## src/rtl/mem_port.sv

```systemverilog
// Memory-access unit for the eLC-3 datapath: owns MAR/MDR and turns a held MIO_EN
// into a request/acknowledge transaction with a one-cycle R pulse and sticky timeout.
module mem_port #(
    parameter int DATA_W  = 16,
    parameter int ADDR_W  = 16,
    parameter int TIMEOUT = 15
) (
    input  logic              Clk,
    input  logic              Reset,
    input  logic [DATA_W-1:0] Bus,
    input  logic              LD_MAR,
    input  logic              LD_MDR,
    input  logic              MIO_EN,
    input  logic              R_W,
    input  logic              Clear_Err,
    input  logic              Mem_Ack,
    input  logic [DATA_W-1:0] Mem_RData,
    output logic [ADDR_W-1:0] MAR,
    output logic [DATA_W-1:0] MDR,
    output logic              R,
    output logic              Error,
    output logic              Mem_Req,
    output logic              Mem_We,
    output logic [ADDR_W-1:0] Mem_Addr,
    output logic [DATA_W-1:0] Mem_WData
);

    localparam int CNT_W = (TIMEOUT > 0) ? $clog2(TIMEOUT + 1) : 1;
    localparam int LAST  = (TIMEOUT > 0) ? TIMEOUT - 1 : 0;
    localparam logic [CNT_W-1:0] CNT_LAST = LAST[CNT_W-1:0];

    typedef enum logic [1:0] {S_IDLE, S_REQ, S_DONE} state_t;

    state_t              r_state;
    logic [CNT_W-1:0]    r_cnt;
    logic [ADDR_W-1:0]   r_mar;
    logic [DATA_W-1:0]   r_mdr;
    logic                r_r;
    logic                r_error;
    logic                r_req;
    logic                r_we;
    logic [ADDR_W-1:0]   r_addr;
    logic [DATA_W-1:0]   r_wdata;

    logic                w_ack;
    logic                w_timeout;

    // An acknowledge in the final wait cycle beats the timeout.
    assign w_ack     = (r_state == S_REQ) && Mem_Ack;
    assign w_timeout = (r_state == S_REQ) && !Mem_Ack && (TIMEOUT != 0) && (r_cnt == CNT_LAST);

    always_ff @(posedge Clk or posedge Reset) begin
        if (Reset) begin
            r_mar <= '0;
        end else if (LD_MAR) begin
            r_mar <= Bus[ADDR_W-1:0];
        end
    end

    // Memory completion writes win over bus loads; MIO_EN blocks bus loads entirely.
    always_ff @(posedge Clk or posedge Reset) begin
        if (Reset) begin
            r_mdr <= '0;
        end else if (w_ack && !r_we) begin
            r_mdr <= Mem_RData;
        end else if (w_timeout && !r_we) begin
            r_mdr <= '1;
        end else if (LD_MDR && !MIO_EN) begin
            r_mdr <= Bus;
        end
    end

    // NOTE: all state uses non-blocking assignments so every register samples pre-edge values.
    always_ff @(posedge Clk or posedge Reset) begin
        if (Reset) begin
            r_state <= S_IDLE;
            r_cnt   <= '0;
            r_r     <= 1'b0;
            r_error <= 1'b0;
            r_req   <= 1'b0;
            r_we    <= 1'b0;
            r_addr  <= '0;
            r_wdata <= '0;
        end else begin
            if (w_timeout) begin
                r_error <= 1'b1;
            end else if (Clear_Err) begin
                r_error <= 1'b0;
            end
            case (r_state)
                S_IDLE: begin
                    r_r <= 1'b0;
                    if (MIO_EN) begin
                        r_addr  <= r_mar;
                        r_wdata <= r_mdr;
                        r_we    <= R_W;
                        r_cnt   <= '0;
                        r_req   <= 1'b1;
                        r_state <= S_REQ;
                    end
                end
                S_REQ: begin
                    if (w_ack || w_timeout) begin
                        r_req   <= 1'b0;
                        r_r     <= 1'b1;
                        r_state <= S_DONE;
                    end else begin
                        r_cnt <= r_cnt + 1'b1;
                    end
                end
                S_DONE: begin
                    r_r     <= 1'b0;
                    r_state <= S_IDLE;
                end
                default: begin
                    r_r     <= 1'b0;
                    r_req   <= 1'b0;
                    r_state <= S_IDLE;
                end
            endcase
        end
    end

    assign MAR       = r_mar;
    assign MDR       = r_mdr;
    assign R         = r_r;
    assign Error     = r_error;
    assign Mem_Req   = r_req;
    assign Mem_We    = r_we;
    assign Mem_Addr  = r_addr;
    assign Mem_WData = r_wdata;

endmodule

```

## config.mk

```make
export PLATFORM = sky130hd
export DESIGN_NAME = mem_port
export DESIGN_NICKNAME = d
export VERILOG_FILES = /design/src/rtl/mem_port.sv
export SDC_FILE = /design/constraint.sdc
export NUM_CORES = 1
export LEC_CHECK = 0
export CORE_UTILIZATION = 49
export DETAILED_ROUTE_END_ITERATION = 10
export PLACE_DENSITY = 0.94
export RECOVER_POWER = 100
export SYNTH_ARGS = -nofsm -noshare
export SYNTH_HDL_FRONTEND = slang
export SYNTH_SLANG_ARGS = --single-unit
```

## constraint.sdc

```tcl
create_clock -name Clk -period 8 [get_ports Clk]
set_input_delay 2 -clock Clk [delete_from_list [all_inputs] [get_ports Clk]]
set_output_delay 2 -clock Clk [all_outputs]
set_load 0.02 [all_outputs]
```

---- Word level (Yosys, flattened, before mapping) ----
Cells that the tools add are included.
word-level totals
  register bits ........................... 74
  bits in latches ......................... 0
  memory bits (writable) .................. 0
  memory bits (read-only) ................. 0
  input port bits ......................... 40
  output and inout port bits .............. 68
  logic and storage cells ................. 52
  memories kept ........................... 0
operators by class
  add/sub/neg operators ................... 1
  multiply operators ...................... 0
  divide/modulo/power cells ............... 0
  magnitude comparators ................... 0
  equality and inequality tests ........... 6
  shifts and indexed selects .............. 0
  muxes and demuxes ....................... 16
  bitwise logic cells ..................... 1
  reductions and logical operators ........ 18
operator list
  kind                                                    count
  2-to-1 mux 16 bit                                       3
  2-to-1 mux 4 bit                                        2
  one-hot mux 4 bit (2 select lines)                      1
  logical AND 1 bit                                       6
  2-to-1 mux 1 bit                                        6
  AND reduction 3 bit                                     2
  adder 4 x 1 -> 4 bit (second input constant)            1
  == test 4 bit (second input constant)                   1
  2-to-1 mux 2 bit                                        2
  inequality test 2 bit (second input constant)           2
  one-hot mux 2 bit (2 select lines)                      1
  AND reduction 2 bit                                     2
  nonzero test 2 bit                                      2
  logical NOT 1 bit                                       3
  one-hot mux 1 bit (3 select lines)                      1
  nonzero test 3 bit                                      1
  == test 2 x 1 -> 1 bit (second input constant)          1
  == test 2 bit (second input constant)                   1
  logical NOT 2 bit                                       1
  inequality test 2 x 1 -> 1 bit (second input constant)  1
  logical OR 1 bit                                        1
  inverter 1 bit                                          1

---- Depth between registers and ports, before layout ----
Gate-level depths: netlist of the first run.
  depth in word-level cells ............... 6
  gate-level depth with buffers ........... 7
  mapped depth without buffers ............ 5

---- Worst setup path before layout of the first run ----
OpenSTA, ideal clock, no wires.
  kind .................................... input port to flip-flop
  from .................................... in LD_MAR
  to ...................................... reg r_mar[0], in the netlist MAR[0]
  setup time .............................. 0.125 ns
  arrival ................................. 2.961 ns
  data required time ...................... 7.875 ns
  slack ................................... 4.914 ns
  cell stages on the path ................. 3
  path buffers ............................ 2
  cells stage by stage .................... clkbuf_1 -> buf_1 -> mux2_2
RTL lines
  element               line  source
  from (decl)           11    input logic LD_MAR,
  to (signal assigned)  56    r_mar <= Bus[ADDR_W-1:0];
  to (decl)             36    logic [ADDR_W-1:0] r_mar;
No word-level cell between the ends.

---- Worst setup path after layout of the first run ----
  from .................................... in MIO_EN
  to ...................................... reg r_wdata[14], in the netlist Mem_WData[14]
on the way
  longest elaborated chain between the ends .. 1
ends and longest elaborated chain
  element                        line  source
  from (decl)                    13    input logic MIO_EN,
  AND reduction 2 bit (no line)  -
  to (signal assigned)           95    r_wdata <= r_mdr;
  to (decl)                      43    logic [DATA_W-1:0] r_wdata;
No other way between the ends.
A chain may end at the register's enable or synchronous reset.

==> results of run 1 <==
-- where the power goes --
part | switching, W | internal, W | leakage (nW) | total, W
Clock | 0.000137 | 0.000201 | 0.119 | 0.000338
Sequential | 0.0000914 | 0.000506 | 0.866 | 0.000597
Combinational | 0.000309 | 0.000285 | 0.853 | 0.000593
-- per-layer routing --
layer	GRT usage (%)	vias to the layer above
li1	-	1018
met1	29.2	1124
met2	41.1	82
met3	7.78	13
met4	10.4	0
met5	0	-
-- synth_stat cells (all sizes together) --
library cell  instances  area share (%)
a31o                  1            0.28
a21boi                1            0.24
a31oi                17             5.4
nand4bb               1            0.36
or4                   1            0.24
buf                  10             2.0
a21oi                 2            0.32
nand3                 7             1.1
dfrtp                74              59
nand2                 5            0.60
o311ai                1            0.28
o211ai                1            0.24
nor2b                 1            0.20
ha                    2            0.80
o22ai                 1            0.20
or3                   1            0.20
o21bai                1            0.24
mux2i                16             5.1
nor4b                 1            0.28
nor2                 21             2.8
o32ai                 1            0.28
a211o                 1            0.28
inv                   4            0.48
clkbuf                4            0.48
mux2                 49              18
nand2b                2            0.64
-- registers in the layout (all words and copies together) (netlist names) --
register	flops
MAR	16
MDR	16
Mem_Addr	16
Mem_WData	16
r_cnt	4
r_state	2
Error	1
Mem_Req	1
Mem_We	1
R	1
-- final timing paths --
kind	cells after the start	startpoint	slack, ns	to
max	4	MIO_EN	2.88	Mem_WData[14]$_DFFE_PP0P_
min	1	Mem_Addr[5]$_DFFE_PP0P_	0.48	Mem_Addr[5]$_DFFE_PP0P_
max reg2reg	3	r_state[0]$_DFFE_PP0P_	4.45	Mem_WData[14]$_DFFE_PP0P_
min reg2reg	1	Mem_Addr[5]$_DFFE_PP0P_	0.48	Mem_Addr[5]$_DFFE_PP0P_
max in group asynchronous	3	Reset	5.01	MDR[10]$_DFFE_PP0P_
min in group asynchronous	3	Reset	2.41	Mem_WData[0]$_DFFE_PP0P_
-- placed cells by master, fill, tap and decap left out, types with 2 or more instances in the layout --
cell type        count
a21oi_1              2
a31oi_1              7
a31oi_2             10
bufinv_16            2
clkbuf_8            12
clkdlybuf4s50_1     35
dfrtp_1             74
dlygate4sd3_1       72
ha_1                 2
inv_1                3
mux2_1              33
mux2_2              16
mux2i_1             16
nand2_1              5
nand3_1              7
nor2_1              21
-- area by class of cell --
type                       instances  area [µm²]
fill                             397        1570
inverter                           4        15.0
clock inverter                     4        72.6
tap                               75        93.8
clock buffer                      12         165
multi-input combinational        134        1170
timing repair buffer             108        1080
sequential                        74        1850
-- cell families (layout without fill, tap and decap cells) --
group	after synthesis	count (layout)
compound gates	27	27
simple gates	40	40
fa+ha+maj	2	2
mux	65	65
buf+inv	18	128
flops	74	74
-- per-stage QoR --
step	utilization, %	cell area (µm²)	total power (W)	hold WS [ns]	instances
global placement	70.1	4230	0.00122	0.466	395
floorplan	-	3120	0.000922	0.519	226
CTS	74.1	4460	0.00159	0.491	411
global route	73.9	4450	0.00161	0.501	411
detailed placement	70.1	4230	0.00125	0.475	395
finish	73.9	4450	0.00153	0.482	411
==> metrics.cfg, run 1 <==
[floorplanning]
dieArea_mm2=0.00670
row_count=28
io_pins=108
die_w_um=81.9
initial_utilization_pct=51.8
coreArea_mm2=0.00603
fp.dieH_um=81.9

[yosys]
yosysSeqAreaShare_pct=59.3
syn_area_mm2=0.00312
syn_nets=268
ys_types=33
synth-xor-area-share_pct=0
synth_top_family_by_area=multiplexers
synth.area.mux_share_pct=22.8
netlist_instances=226
synthSimpleGateAreaFrac_pct=6.41
avgSynthCellArea_um2=13.8
yosysWarnings=0
synth-compound-area-share_pct=7.77
synthAdderAreaFrac_pct=0.801
synth-seq-cells=74

[power]
p_per_area_mw_per_mm2=343
p_leak_nw=1.84
ir_worst_vdd_mv=0.243

[finish]
diodes=0
layout.nets=373
syn_to_final_growth_pct=42.5
drive_gt1_share_pct=13.4

[worst_setup_path]
critPathSlowestCell=nor2_1
arrival_ns=5.34
end_kind=flop
crit_path_start_kind=primary input
critPathKind=in2reg
path_buf_inv=1
path_delay_family=simple AND/OR/NAND/NOR gates
worstPathRequired_ns=8.22
path_cells=dlygate4sd3_1 > nand2b_1 > nor2_1 > mux2_1
slowest_delay_ns=2.21
cp_max_fo=33

[sta]
max_slew_margin_pct=-101
rsz0062_at_grt=no
clock_skew_ns=0.00837
fin_setup_tns_ns=0
fmax_mhz=195
setup_viol=0
hold_violations=0
worstMarginPinSlew_ns=3.00
slew_viol_final=67
period_minus_slack_ns=5.12
post-route-period-util_pct=64.0
setup_slack_ns=2.88

[clocking]
cts.sinks=74
htreeDepth=3
cts_tree=built
clk_latency_ns=0.34
numCtsBuffers=9
clk_pin_slew_ns=0.08
cts-root-buf=clkbuf_8
postCtsSetupBuffers=0
ctsLongestPathBuffers=2
cts_resized=0
ctsHoldBuffers=0

[grt]
grt_max_degree=75
grt_pass1_vias=2401
track_usage_pct=24.6
antenna_found_initial=0
grt_overflow=0
grt_pass1_wl_um=12000

[detailed_routing]
top_layer=met4
routedWlPerCell_um=17.9
vias=2237
routed-wl-met2_um=3570
via_per_inst=5.44
ant_nets=0
first_pass_iters=6
wirelength_met1_um=3110
wl_um=7380
wl_met3_um=566
drtIter0Drc=76
drc=0

[placed_design]
gp_congestion=0.808
dp.final_hpwl_um=5020
pre_cts_slack_ns=3.96
io_buffers=107

[outcome]
violations=max-capacitance violations, max-slew violations
status=finished, violations left

[hold_path]
hp-class=reg2reg

[run]
cap_viol_max_count=2

(Power assumes the default switching activity.)
==> inputs of run 2 (changes only) <==
CORE_UTILIZATION = 41   (was 49)
PLACE_DENSITY = 0.84   (was 0.94)
clock period = 4.28 ns   (was 8 ns; I/O delays follow)
==> run 2 against run 1 <==
The flow still finishes with violations (max-capacitance violations, max-slew violations). Cell area barely moved. Sequential power increased by 86%. Critical endpoint is now Mem_Addr[12]$_DFFE_PP0P_. Setup slack lost 2.0 ns. Largest power group unchanged. Cell count increased by 6.1%.
==> metrics.cfg, run 2 (synthesized netlist as in run 1, its figures left out) <==
[placed_design]
io_buffers=107  ; unchanged
dp.final_hpwl_um=5050  ; +0.57%
gp_congestion=0.769  ; -4.9%
dp.cells=420  ; +6.3%

[grt]
grt_max_degree=75  ; unchanged
track_usage_pct=19.5  ; -5.1 points
antenna_found_initial=0  ; unchanged
grt_overflow=0  ; unchanged
grt_pass1_vias=2342  ; -2.5%
grt_pass1_wl_um=11400  ; -4.6%

[detailed_routing]
drtIter0Drc=67  ; -12%
via_per_inst=5.11  ; -6.1%
vias=2229  ; -0.36%
first_pass_iters=4  ; -2
ant_nets=0  ; unchanged
drc=0  ; unchanged
wl_um=7190  ; -2.5%
routedWlPerCell_um=16.5  ; -8.1%

[floorplanning]
initial_utilization_pct=42.8  ; -9.0 points
die_w_um=89.3  ; +9.1%
dieArea_mm2=0.00797  ; +19%
row_count=31  ; +11%
fp.dieH_um=89.3  ; +9.1%
io_pins=108  ; unchanged
coreArea_mm2=0.00729  ; +21%

[clocking]
postCtsSetupBuffers=0  ; unchanged
clk_pin_slew_ns=0.07  ; about the same
cts_tree=built
cts.sinks=74  ; unchanged
numCtsBuffers=9  ; unchanged
clk_latency_ns=0.33  ; about the same
cts_resized=0  ; unchanged
ctsHoldBuffers=0  ; unchanged
ctsLongestPathBuffers=2  ; unchanged
htreeDepth=3  ; unchanged
cts-root-buf=clkbuf_8

[sta]
setup_viol=0  ; unchanged
fmax_mhz=297
rsz0062_at_grt=no
hold_ws_ns=0.482  ; +0.000102 ns
clock_skew_ns=0.00968  ; +0.00132 ns
post-route-period-util_pct=78.8
hold_violations=0  ; unchanged
period_minus_slack_ns=3.37
fin_setup_tns_ns=0  ; unchanged
max_slew_margin_pct=-19.8  ; +81 points
worstMarginPinSlew_ns=1.80  ; -1.21 ns
slew_viol_final=109  ; +63%

[hold_path]
hp-class=reg2reg

[worst_setup_path]
slowest_delay_ns=1.33  ; -0.88 ns
end_kind=flop
path_cells=dlygate4sd3_1 > nand2b_1 > nor2_2 > mux2_1
arrival_ns=3.57  ; -1.77 ns
critPathKind=in2reg
worstPathRequired_ns=4.48  ; -3.74 ns
critPathSlowestCell=nor2_2
crit_path_start_kind=primary input
cp_max_fo=33  ; unchanged

[power]
ir_worst_vdd_mv=0.283  ; +16%
p_leak_nw=1.82  ; -0.79%
p_per_area_mw_per_mm2=616  ; +79%

[finish]
syn_to_final_growth_pct=42.5  ; about the same
drive_gt1_share_pct=14.2  ; +0.85 points
layout_common_cells=74 x dfrtp_1, 72 x dlygate4sd3_1, 35 x clkdlybuf4s50_1
final_cells=436  ; +6.1%
final_common_cell=dfrtp_1
layout.nets=374  ; +0.27%
diodes=0  ; unchanged

[outcome]
violations=max-capacitance violations, max-slew violations
status=finished, violations left

[run]
cap_viol_max_count=2  ; unchanged

-- run 2: worst max-delay path, delay by kind of cell --
| family | cells | cell delay, ns |
|---|---|---|
| buf+inv | 1 | 0.61 |
| mux | 1 | 0.42 |
| simple gates | 2 | 1.46 |
-- run 2: through the flow --
| stage | instance area, µm² | util (%) | power (W) | setup WS (ns) |
|---|---|---|---|---|
| floorplan | 3120 | - | 0.00172 | 1.33 |
| global placement | 4260 | 58.5 | 0.00229 | 1.24 |
| detailed placement | 4260 | 58.5 | 0.00234 | 1.14 |
| CTS | 4460 | 61.1 | 0.00287 | 1.49 |
| global route | 4450 | 61.0 | 0.00290 | 0.716 |
| finish | 4450 | 61.0 | 0.00274 | 0.909 |
-- run 2: cell type report --
class / count / area (µm²)
sequential: 74 / 1850
clock buffer: 9 / 124
fill: 608 / 2840
multi-input combinational: 134 / 1180
tap: 99 / 124
inverter: 4 / 15.0
clock inverter: 7 / 70.1
timing repair buffer: 109 / 1080
-- run 2: where the power goes --
group | internal, W | leakage [nW] | switching, W | total [W]
clock | 0.000268 | 0.0990 | 0.000260 | 0.000528
combinational | 0.000531 | 0.858 | 0.000570 | 0.00110
sequential | 0.000946 | 0.866 | 0.000166 | 0.00111
-- run 2: final timing paths --
check,startpoint,cells after the start,slack (ns),to
worst min-delay path,Mem_WData[13]$_DFFE_PP0P_,1,0.48,Mem_WData[13]$_DFFE_PP0P_
worst max register to register,r_state[0]$_DFFE_PP0P_,3,1.59,Mem_Addr[12]$_DFFE_PP0P_
min in group asynchronous,Reset,3,1.81,Mem_Addr[1]$_DFFE_PP0P_
worst min register to register,Mem_WData[13]$_DFFE_PP0P_,1,0.48,Mem_WData[13]$_DFFE_PP0P_
worst max-delay path,MIO_EN,4,0.91,Mem_Addr[12]$_DFFE_PP0P_
max in group asynchronous,Reset,3,1.39,Mem_Addr[5]$_DFFE_PP0P_
-- run 2: per-layer routing --
metal	track usage (%)	routed length, µm
met1	25.1	3110
met2	32.1	3650
met3	5.17	411
met4	6.64	21
met5	0	0
==> inputs of run 3 (changes only) <==
clock period = 2.8 ns   (was 4.28 ns; I/O delays follow)
==> run 3 against run 2 <==
The flow now finishes without violations. Cell count up 0.69%. Hold slack about the same. Flip-flop and latch count unchanged. Sequential power up 53%. Sequential share of layout area down 0.49 points. Critical path depth up 1. Die area unchanged. Cell area up 1.2%. Largest power group unchanged.
==> metrics.cfg, run 3 (synthesized netlist as in run 1, its figures left out) <==
[outcome]
status=finished, final reports clean

[clocking]
clk_pin_slew_ns=0.08  ; about the same
cts.sinks=74  ; unchanged
clk_latency_ns=0.33  ; about the same
ctsHoldBuffers=0  ; unchanged
numCtsBuffers=9  ; unchanged
cts_tree=built
cts_resized=0  ; unchanged
ctsLongestPathBuffers=2  ; unchanged
htreeDepth=3  ; unchanged
postCtsSetupBuffers=0  ; unchanged
cts-root-buf=clkbuf_8

[worst_setup_path]
arrival_ns=2.61  ; -0.96 ns
worstPathRequired_ns=3.01  ; -1.47 ns
path_delay_family=buffers and inverters
crit_path_start_kind=primary input
critPathSlowestCell=clkbuf_1
path_cells=dlygate4sd3_1 > nand2b_1 > nor2_4 > clkbuf_1 > mux2_1
cp_max_fo=15  ; -55%
path_buf_inv=2  ; +1
critPathKind=in2reg
end_kind=flop
slowest_delay_ns=0.67  ; -0.66 ns

[grt]
antenna_found_initial=0  ; unchanged
track_usage_pct=18.7  ; -0.81 points
grt_max_degree=75  ; unchanged
grt_overflow=0  ; unchanged
grt_pass1_wl_um=11000  ; -3.7%
grt_pass1_vias=2222  ; -5.1%

[finish]
final_cells=439  ; +0.69%
diodes=0  ; unchanged
syn_to_final_growth_pct=44.1
layout_common_cells=74 x dfrtp_1, 72 x dlygate4sd3_1, 35 x clkdlybuf4s50_1
drive_gt1_share_pct=13.8  ; -0.42 points
final_common_cell=dfrtp_1
layout.nets=378  ; +1.1%
design_area_mm2=0.00450  ; +1.2%

[placed_design]
dp.cells=424  ; +0.95%
dp.final_hpwl_um=5040  ; -0.29%
io_buffers=107  ; unchanged
placed_area_mm2=0.00431  ; +1.0%
gp_congestion=0.754  ; -2.0%

[detailed_routing]
via_per_inst=5.00  ; -2.1%
drc=0  ; unchanged
first_pass_iters=4  ; unchanged
ant_nets=0  ; unchanged
vias=2197  ; -1.4%
wl_um=6930  ; -3.7%
drtIter0Drc=69  ; +3.0%
routedWlPerCell_um=15.8  ; -4.3%

[floorplanning]
dieArea_mm2=0.00797  ; unchanged
die_w_um=89.3  ; unchanged
fp.dieH_um=89.3  ; unchanged
coreArea_mm2=0.00729  ; unchanged
initial_utilization_pct=42.8  ; unchanged
row_count=31  ; unchanged
io_pins=108  ; unchanged

[sta]
fmax_mhz=416
post-route-period-util_pct=85.9
setup_viol=0  ; unchanged
slew_viol_final=0  ; -100%
worstMarginPinSlew_ns=0.999  ; -0.797 ns
clock_skew_ns=0.0120  ; +0.00234 ns
rsz0062_at_grt=no
period_minus_slack_ns=2.40
hold_violations=0  ; unchanged
max_slew_margin_pct=33.4  ; +53 points
fin_setup_tns_ns=0  ; unchanged

[power]
ir_worst_vdd_mv=0.572  ; +100%
p_leak_nw=1.85  ; +1.4%
p_per_area_mw_per_mm2=945  ; +53%

[hold_path]
hp-class=reg2reg

[run]
cap_viol_max_count=0  ; -2

run 3: changes by cell type in the layout (fill, tap and decap cells not counted), sizes merged:
cell and change:
clkbuf +5, clkinvlp -1, inv +1, bufinv +1, clkinv -4, buf +1
run 3: cell type report:
cell class | count | area [µm²]
inverter | 4 | 15.0
timing repair buffer | 113 | 1120
multi-input combinational | 134 | 1190
tap | 99 | 124
fill | 593 | 2790
clock buffer | 11 | 131
sequential | 74 | 1850
clock inverter | 4 | 77.6
run 3: routing by layer:
metal	part of all wire, %	GRT usage [%]	wire length [µm]
met5	0	0	0
met1	43	24.5	2990
met3	6.3	5.08	436
met2	49	30.6	3420
met4	1.2	5.19	81
run 3: final timing paths:
check	start	cells after the start	end	slack [ns]
max	MIO_EN	5	Mem_Addr[1]$_DFFE_PP0P_	0.40
max in group asynchronous	Reset	3	MDR[9]$_DFFE_PP0P_	1.54
min	Mem_WData[11]$_DFFE_PP0P_	1	Mem_WData[11]$_DFFE_PP0P_	0.48
min reg2reg	Mem_WData[11]$_DFFE_PP0P_	1	Mem_WData[11]$_DFFE_PP0P_	0.48
min in group asynchronous	Reset	3	r_cnt[1]$_DFFE_PP0P_	0.96
max reg2reg	r_state[0]$_DFFE_PP0P_	4	Mem_Addr[1]$_DFFE_PP0P_	0.72
run 3: power by group:
part	switching, W	leakage (nW)	internal, W	total (W)
Sequential	0.000254	0.866	0.00145	0.00170
Clock	0.000369	0.104	0.000501	0.000870
Combinational	0.000867	0.879	0.000817	0.00168
Total	0.00149	1.85	0.00276	0.00425
run 3: metrics by stage:
step | power, W | hold WS [ns] | util (%) | worst slack, ns
after global routing | 0.00451 | 0.494 | 61.8 | 0.297
after detailed placement | 0.00357 | 0.474 | 59.1 | 0.385
after CTS | 0.00446 | 0.492 | 61.9 | 0.723
final | 0.00425 | 0.482 | 61.8 | 0.396
after global placement | 0.00351 | 0.468 | 59.1 | 0.455
after floorplan | 0.00263 | 0.519 | - | 0.218
